**src/rtl/wb_port_arbiter_if.sv**
```systemverilog
// rtl/wb_port_arbiter_if.sv - register-file write port bundle: WB stage, MDU return path, RF write.
interface wb_port_arbiter_if;
  logic        wb_we;
  logic [4:0]  wb_addr;
  logic [31:0] wb_data;
  logic        mdu_valid;
  logic [4:0]  mdu_addr;
  logic [31:0] mdu_data;
  logic        mdu_ready;
  logic        rf_we;
  logic [4:0]  rf_w_addr;
  logic [31:0] rf_w_data;
  logic [31:0] pend_mask;
  logic        wb_stall_req;

  modport master (
    output wb_we, wb_addr, wb_data, mdu_valid, mdu_addr, mdu_data,
    input  mdu_ready, rf_we, rf_w_addr, rf_w_data, pend_mask, wb_stall_req
  );

  modport slave (
    input  wb_we, wb_addr, wb_data, mdu_valid, mdu_addr, mdu_data,
    output mdu_ready, rf_we, rf_w_addr, rf_w_data, pend_mask, wb_stall_req
  );
endinterface

```
**src/rtl/wb_port_arbiter.sv**
```systemverilog
// rtl/wb_port_arbiter.sv - shares one RF write port between WB stage (priority) and a queued MDU return path.
module wb_port_arbiter #(
  parameter int DEPTH        = 2,
  parameter int STARVE_LIMIT = 7
) (
  input logic clk,
  input logic rst,
  wb_port_arbiter_if.slave bus
);
  localparam int         AW  = $clog2(DEPTH);
  localparam logic [4:0] R31 = 5'd31;

  logic [4:0]       addr_q [DEPTH];
  logic [31:0]      data_q [DEPTH];
  logic [DEPTH-1:0] live_q;
  logic [AW-1:0]    wr_ptr, rd_ptr;
  logic [AW:0]      count;
  logic [3:0]       starve_cnt;
  logic             rf_we_q;
  logic [4:0]       rf_addr_q;
  logic [31:0]      rf_data_q;
  logic [31:0]      pend;

  logic wb_slot, empty, full, push, pop;

  assign wb_slot = bus.wb_we && (bus.wb_addr != R31);
  assign empty   = (count == '0);
  assign full    = (count == (AW+1)'(DEPTH));
  assign push    = bus.mdu_valid && !full;
  assign pop     = !wb_slot && !empty;

  always_ff @(posedge clk) begin
    if (push) begin
      addr_q[wr_ptr] <= bus.mdu_addr;
      data_q[wr_ptr] <= bus.mdu_data;
    end
  end

  // Liveness is cleared on pop so pend_mask only ever sees occupied slots.
  always_ff @(posedge clk or posedge rst) begin
    if (rst) begin
      live_q     <= '0;
      wr_ptr     <= '0;
      rd_ptr     <= '0;
      count      <= '0;
      starve_cnt <= '0;
      rf_we_q    <= 1'b0;
      rf_addr_q  <= '0;
      rf_data_q  <= '0;
    end else begin
      for (int i = 0; i < DEPTH; i++) begin
        if (wb_slot && addr_q[i] == bus.wb_addr) live_q[i] <= 1'b0;
      end
      if (pop) begin
        live_q[rd_ptr] <= 1'b0;
        rd_ptr         <= rd_ptr + 1'b1;
      end
      if (push) begin
        live_q[wr_ptr] <= (bus.mdu_addr != R31) &&
                          !(wb_slot && bus.wb_addr == bus.mdu_addr);
        wr_ptr         <= wr_ptr + 1'b1;
      end
      if (push && !pop)      count <= count + 1'b1;
      else if (pop && !push) count <= count - 1'b1;

      if (pop || empty)                          starve_cnt <= '0;
      else if (starve_cnt != 4'(STARVE_LIMIT))   starve_cnt <= starve_cnt + 1'b1;

      if (wb_slot) begin
        rf_we_q   <= 1'b1;
        rf_addr_q <= bus.wb_addr;
        rf_data_q <= bus.wb_data;
      end else if (pop) begin
        rf_we_q <= live_q[rd_ptr];
        if (live_q[rd_ptr]) begin
          rf_addr_q <= addr_q[rd_ptr];
          rf_data_q <= data_q[rd_ptr];
        end
      end else begin
        rf_we_q <= 1'b0;
      end
    end
  end

  always_comb begin
    pend = '0;
    for (int i = 0; i < DEPTH; i++) begin
      if (live_q[i]) pend[addr_q[i]] = 1'b1;
    end
    pend[31] = 1'b0;
  end

  assign bus.mdu_ready    = !full;
  assign bus.rf_we        = rf_we_q;
  assign bus.rf_w_addr    = rf_addr_q;
  assign bus.rf_w_data    = rf_data_q;
  assign bus.pend_mask    = pend;
  assign bus.wb_stall_req = (starve_cnt == 4'(STARVE_LIMIT)) && !empty;
endmodule

```
**src/flat_wrapper.sv**
```systemverilog
// flat-port wrapper written by rule: the top's interface ports become plain ports
module wb_port_arbiter_flat 
#(
  parameter int DEPTH        = 2,
  parameter int STARVE_LIMIT = 7
)
  (clk, rst, bus_wb_we, bus_wb_addr, bus_wb_data, bus_mdu_valid, bus_mdu_addr, bus_mdu_data, bus_mdu_ready, bus_rf_we, bus_rf_w_addr, bus_rf_w_data, bus_pend_mask, bus_wb_stall_req);
  wb_port_arbiter_if bus_i ();
  input logic clk;
  input logic rst;
  input wire logic [$bits(bus_i.wb_we)-1:0] bus_wb_we;
  input wire logic [$bits(bus_i.wb_addr)-1:0] bus_wb_addr;
  input wire logic [$bits(bus_i.wb_data)-1:0] bus_wb_data;
  input wire logic [$bits(bus_i.mdu_valid)-1:0] bus_mdu_valid;
  input wire logic [$bits(bus_i.mdu_addr)-1:0] bus_mdu_addr;
  input wire logic [$bits(bus_i.mdu_data)-1:0] bus_mdu_data;
  output wire logic [$bits(bus_i.mdu_ready)-1:0] bus_mdu_ready;
  output wire logic [$bits(bus_i.rf_we)-1:0] bus_rf_we;
  output wire logic [$bits(bus_i.rf_w_addr)-1:0] bus_rf_w_addr;
  output wire logic [$bits(bus_i.rf_w_data)-1:0] bus_rf_w_data;
  output wire logic [$bits(bus_i.pend_mask)-1:0] bus_pend_mask;
  output wire logic [$bits(bus_i.wb_stall_req)-1:0] bus_wb_stall_req;
  assign bus_i.wb_we = bus_wb_we;
  assign bus_i.wb_addr = bus_wb_addr;
  assign bus_i.wb_data = bus_wb_data;
  assign bus_i.mdu_valid = bus_mdu_valid;
  assign bus_i.mdu_addr = bus_mdu_addr;
  assign bus_i.mdu_data = bus_mdu_data;
  assign bus_mdu_ready = bus_i.mdu_ready;
  assign bus_rf_we = bus_i.rf_we;
  assign bus_rf_w_addr = bus_i.rf_w_addr;
  assign bus_rf_w_data = bus_i.rf_w_data;
  assign bus_pend_mask = bus_i.pend_mask;
  assign bus_wb_stall_req = bus_i.wb_stall_req;
  wb_port_arbiter #(.DEPTH(DEPTH), .STARVE_LIMIT(STARVE_LIMIT)) u_core (.clk(clk), .rst(rst), .bus(bus_i));
endmodule
```
**config.mk**
```make
export PLATFORM = sky130hd
export DESIGN_NAME = wb_port_arbiter_flat
export DESIGN_NICKNAME = d
export VERILOG_FILES = /design/src/rtl/wb_port_arbiter_if.sv /design/src/rtl/wb_port_arbiter.sv /design/src/flat_wrapper.sv
export SDC_FILE = /design/constraint.sdc
export NUM_CORES = 1
export LEC_CHECK = 0
export CAP_MARGIN = 10
export CORE_MARGIN = 2
export CORE_UTILIZATION = 45
export DETAILED_ROUTE_END_ITERATION = 16
export GPL_TIMING_DRIVEN = 0
export PLACE_DENSITY_LB_ADDON = 0.3
export SLEW_MARGIN = 10
export SYNTH_ARGS = -nofsm -noshare
export SYNTH_HDL_FRONTEND = slang
export SYNTH_SLANG_ARGS = --single-unit
```
**constraint.sdc**
```tcl
create_clock -name clk -period 3.75 [get_ports clk]
set_clock_uncertainty 0.05 [all_clocks]
set_input_delay 0.5625 -clock clk [delete_from_list [all_inputs] [get_ports clk]]
set_output_delay 0.5625 -clock clk [all_outputs]
set_load 0.02 [all_outputs]
```
**Word level (Yosys, flattened, before mapping)**

Memories as Yosys holds them, arrays and structs flattened.
Cells that the tools add are included.

- Register bits: 48
- RAM bits: 74
- Input bits: 78
- Output and inout port bits: 72
- Memories: 2

- Add/sub/neg operators: 5
- Magnitude comparators: 8
- Equality and inequality tests: 8
- Mux-type cells: 31
- Bitwise gates (word level): 3
- Reduce and logical (&&, ||, !) cells: 27

Memory list:

| memory | words | bits a word | rd ports | clocked after Yosys merged registers in | write ports | RTL line | text |
|---|---|---|---|---|---|---|---|
| u_core.data_q | 2 | 32 | 1 | 0 | 1 | wb_port_arbiter.sv:14 | `logic [31:0] data_q [DEPTH];` |
| u_core.addr_q | 2 | 5 | 3 | 0 | 1 | wb_port_arbiter.sv:13 | `logic [4:0] addr_q [DEPTH];` |

Operators by type and width:

| kind | number |
|---|---|
| 32-bit 2-to-1 mux | 3 |
| 31-bit 2-to-1 mux | 2 |
| 31-bit OR | 1 |
| 5-bit == test | 3 |
| 5-bit 2-to-1 mux | 3 |
| 1-bit logical AND | 14 |
| 5-bit by 6-bit less-than comparator with 1-bit output, second input constant | 2 |
| 1-bit 2-to-1 mux | 12 |
| 1-bit demux with 5-bit select | 2 |
| 5-bit by 1-bit greater-or-equal comparator with 1-bit output, second input constant | 2 |
| 5-bit inequality test, second input constant | 2 |
| 2-bit 2-to-1 mux | 4 |
| 4-bit 2-to-1 mux | 2 |
| 2-bit nonzero test | 4 |
| 1-bit logical NOT | 6 |
| 4-bit by 1-bit adder with 4-bit output, second input constant | 1 |
| 4-bit by 3-bit == test with 1-bit output, second input constant | 1 |
| 1-bit by 2-bit less-than comparator with 1-bit output, second input constant | 2 |
| 4-bit by 3-bit inequality test with 1-bit output, second input constant | 1 |
| 1-bit adder, second input constant | 2 |
| 2-bit by 1-bit adder with 2-bit output, second input constant | 1 |
| 2-bit AND | 1 |
| 2-bit bitwise mux | 1 |
| 1-bit demux with 1-bit select | 2 |
| other kinds (7) | 8 |

**Logic depth before layout (Yosys ltp)**

- Depth in word-level cells: 9
- Mapped depth: 8

**Worst setup path after synthesis**

OpenSTA, ideal clock, no wires.

- Path kind: register to register
- From: register u_core.count[0]
- To: memory u_core.addr_q[0][0], enable pin
- Setup time: 391 ps
- Arrival: 1680 ps
- Required time: 3309 ps
- Path slack: 1628 ps
- Cell stages (with the launch flop): 4
- Period minus slack after synthesis: 2122 ps
- Path through: dfrtp_1 > nand2b_1 > nand3b_1 > inv_1

- Cells in the longest elaborated chain, start to end: 5

Ends and longest elaborated chain:

| what | RTL line | text |
|---|---|---|
| from (decl) | wb_port_arbiter.sv:17 | `logic [AW:0] count;` |
| from (signal assigned) | wb_port_arbiter.sv:63 | `if (push && !pop) count <= count + 1'b1;` |
| from (signal assigned) | wb_port_arbiter.sv:64 | `else if (pop && !push) count <= count - 1'b1;` |
| 2-bit == test | wb_port_arbiter.sv:28 | `assign full = (count == (AW+1)'(DEPTH));` |
| 1-bit logical NOT | - |  |
| named net bus_mdu_ready | flat_wrapper.sv:17 | `output wire logic [$bits(bus_i.mdu_ready)-1:0] bus_mdu_ready;` |
| 1-bit logical AND | wb_port_arbiter.sv:29 | `assign push = bus.mdu_valid && !full;` |
| 1-bit 2-to-1 mux | wb_port_arbiter.sv:33 | `if (push) begin` |
| 1-bit 2-to-1 mux (not written as such) | wb_port_arbiter.sv:34 | `addr_q[wr_ptr] <= bus.mdu_addr;` |
| to (decl) | wb_port_arbiter.sv:13 |  |

The timed path passes the listed nets, and every way through them passes these cells.

==> reports/metrics.yaml <==
cts_max_path_buffers: 2
rsz0062_at_grt: "false"
vias_per_cell: 5.298
power.density_nw_per_um2: 738.7
critPathLaunchType: "register"
syn-cell-area_sq_um: 5580
routed_wl_um: 13870
antenna_found_initial: 0
drc: 0
vias: 4095
max-cap-violations: 0
core_area_sq_um: 12060
crit_type: "reg -> out"
drv_slew: 0
relSlewSlack_pct: 56.16
grt_pass1_wl_um: 22050
ys_seq_elements: 122
critical_path_required_ps: 3140
n_antenna_cell: 0
ir_worst_vdd_uv: 400.5
multiInputGateArea_sq_um: 1957
cts_resized: 0
setup-violations-final: 0
leakagePower_nw: 2.880
nets: 672
die_x_um: 115.4
highest_layer: "met4"
layout-drive-gt1-share_pct: 15.21
drt_iter0_drc: 270
grt_usage_pct: 21.77
wl_per_cell_um: 17.94
start_util_pct: 46.27
min-delay-path-class: "in -> reg"
clk_latency_ps: 410
clockRootBuffer: "clkbuf_16"
dp.final_hpwl_um: 9834
grt_pass1_vias: 4257
cts_made_buffers: 17
path_clk_slew_ps: 60
grt_overflow: 0
cp.arrival_ps: 2410
syn_inst: 427
setup-tns-final_ps: 0
dr.pass1.iters: 4
hold_violations: 0
cts_num_sinks: 122
drt-met1-wl_um: 5722
max_freq_mhz: 330.5
yosys_warnings: 0
fin_crit_ps: 3026
utilization_pct: 65.10
syn_avg_cell_area_sq_um: 13.07
synthesis.nets: 507
port_buffers: 143
area_growth_syn_to_layout_pct: 40.72
rows: 40
fin_crit_sh_pct: 80.69
ys.flop_type: "edfxtp_1"
worstPathCellList: "clkbuf_1, or3b_2, o22ai_1, clkdlybuf4s50_1"
status: "completed"
n_fill_cell: 931
regArea_sq_um: 3423
async_flop_share_pct: 39.34
grt_start_max_net_pins: 33
ys_seq_area_share_pct: 61.35
final_common_cell: "clkdlybuf4s50_1"
synth_edf_count: 74
cts-htree-levels: 4
wl_met2_um: 6961
wl_met3_um: 987
critPathMaxFanout: 10
worst_path_max_delay_cell: "clkdlybuf4s50_1"
cts_hold_buf: 0
worstMarginPinSlew_ps: 657.7
gp_congestion: 0.9081
die-area_sq_um: 13310
postCtsSetupBuffers: 0
final_cell_mix: "143 x clkdlybuf4s50_1, 74 x edfxtp_1, 48 x dfrtp_1, 45 x nand2_1"
yosysUniqueCellTypes: 36
cts_tree: "done"
io_pins: 150
cpPeakStageDelay_ps: 630
die_h_um: 115.4
end_kind: "output pin"
ant_nets: 0
-- flip-flops by register name (all words and copies together) (netlist names) --
register / count
u_core.data_q: 64
u_core.bus.rf_w_data: 32
u_core.addr_q: 10
u_core.bus.rf_w_addr: 5
u_core.starve_cnt: 4
u_core.count: 2
u_core.live_q: 2
u_core.bus.rf_we: 1
u_core.rd_ptr: 1
u_core.wr_ptr: 1
-- power breakdown --
group	switching [mW]	internal [mW]	total [mW]
registers	0.197	1.83	2.03
clock network	0.569	0.985	1.55
logic	1.14	1.08	2.22
-- logic make-up after synthesis --
group | after synthesis | share of synthesized area [%]
other | 1 | 0.06720
XOR/XNOR | 20 | 3.139
flip-flops | 122 | 61.35
adder cells (fa/ha/maj) | 2 | 0.4484
multiplexers | 76 | 14.69
AO/OA/AOI/OAI | 79 | 8.117
AND/OR/NAND/NOR | 92 | 8.610
buffers and inverters | 35 | 3.587
-- cell type report --
class,instances,area share (%)
Multi-Input combinational cell,270,24.92
Inverter,5,0.2390
Clock buffer,19,5.641
Timing Repair Buffer,146,18.99
Clock inverter,13,1.625
Tap cell,168,2.677
Buffer,30,2.310
Sequential cell,122,43.59
-- layer usage --
layer / vias up / GRT usage, %
met5: - / 0
met2: 171 / 36.80
met1: 1998 / 26.58
li1: 1911 / -
met4: 0 / 7.470
met3: 15 / 6.642
-- critical path, delay by kind of cell (launching register included) --
kind,cells,cell delay [ps]
buffers and inverters,2,970
AND/OR/NAND/NOR,1,530
flip-flops,1,340
AO/OA/AOI/OAI,1,150
-- final timing paths --
path	cells past startpoint	to	from	slack, ps
worst max-delay path	4	bus_pend_mask[17]	u_core.addr_q[1][4]$_DFFE_PP_	720
worst min-delay path	3	u_core.bus.rf_w_addr[1]$_DFFE_PP0P_	bus_wb_addr[1]	410
worst max register to register	4	u_core.data_q[1][29]$_DFFE_PP_	u_core.count[0]$_DFFE_PP0P_	1940
worst min register to register	2	u_core.wr_ptr$_DFFE_PP0P_	u_core.wr_ptr$_DFFE_PP0P_	440
max in group asynchronous	3	u_core.wr_ptr$_DFFE_PP0P_	rst	2620
min in group asynchronous	2	u_core.bus.rf_w_data[2]$_DFFE_PP0P_	rst	480
-- cells in the mapped netlist, types with 3 or more instances --
cell / number / area share, %
nor3_1: 5 / 0.45
o21ai_1: 38 / 3.4
nand3_1: 11 / 0.99
xor2_1: 6 / 0.94
buf_2: 7 / 0.63
edfxtp_1: 74 / 40
buf_4: 3 / 0.40
xnor2_1: 14 / 2.2
clkbuf_1: 17 / 1.1
o22ai_1: 33 / 3.7
dfrtp_1: 48 / 22
mux2_2: 37 / 7.5
nand2_1: 45 / 3.0
inv_1: 5 / 0.34
nor2_1: 5 / 0.34
buf_12: 3 / 1.1
nand3b_1: 12 / 1.6
or3b_1: 4 / 0.63
mux2i_1: 38 / 6.8
-- stage by stage --
stage / worst slack [ps] / cell area (sq um) / instances / hold slack, ps / total power [mW]
global route: 581.6 / 7853 / 773 / 409.6 / 6.083
global placement: 792.7 / 7222 / 738 / 421.9 / 4.188
finish: 724.1 / 7853 / 773 / 412.6 / 5.801
detailed placement: 1160 / 7282 / 741 / 434.7 / 4.280
floorplan: 1628 / 5580 / 427 / 408.5 / 3.471
CTS: 715.2 / 7853 / 773 / 396.9 / 5.849
(Power assumes the default switching activity.)
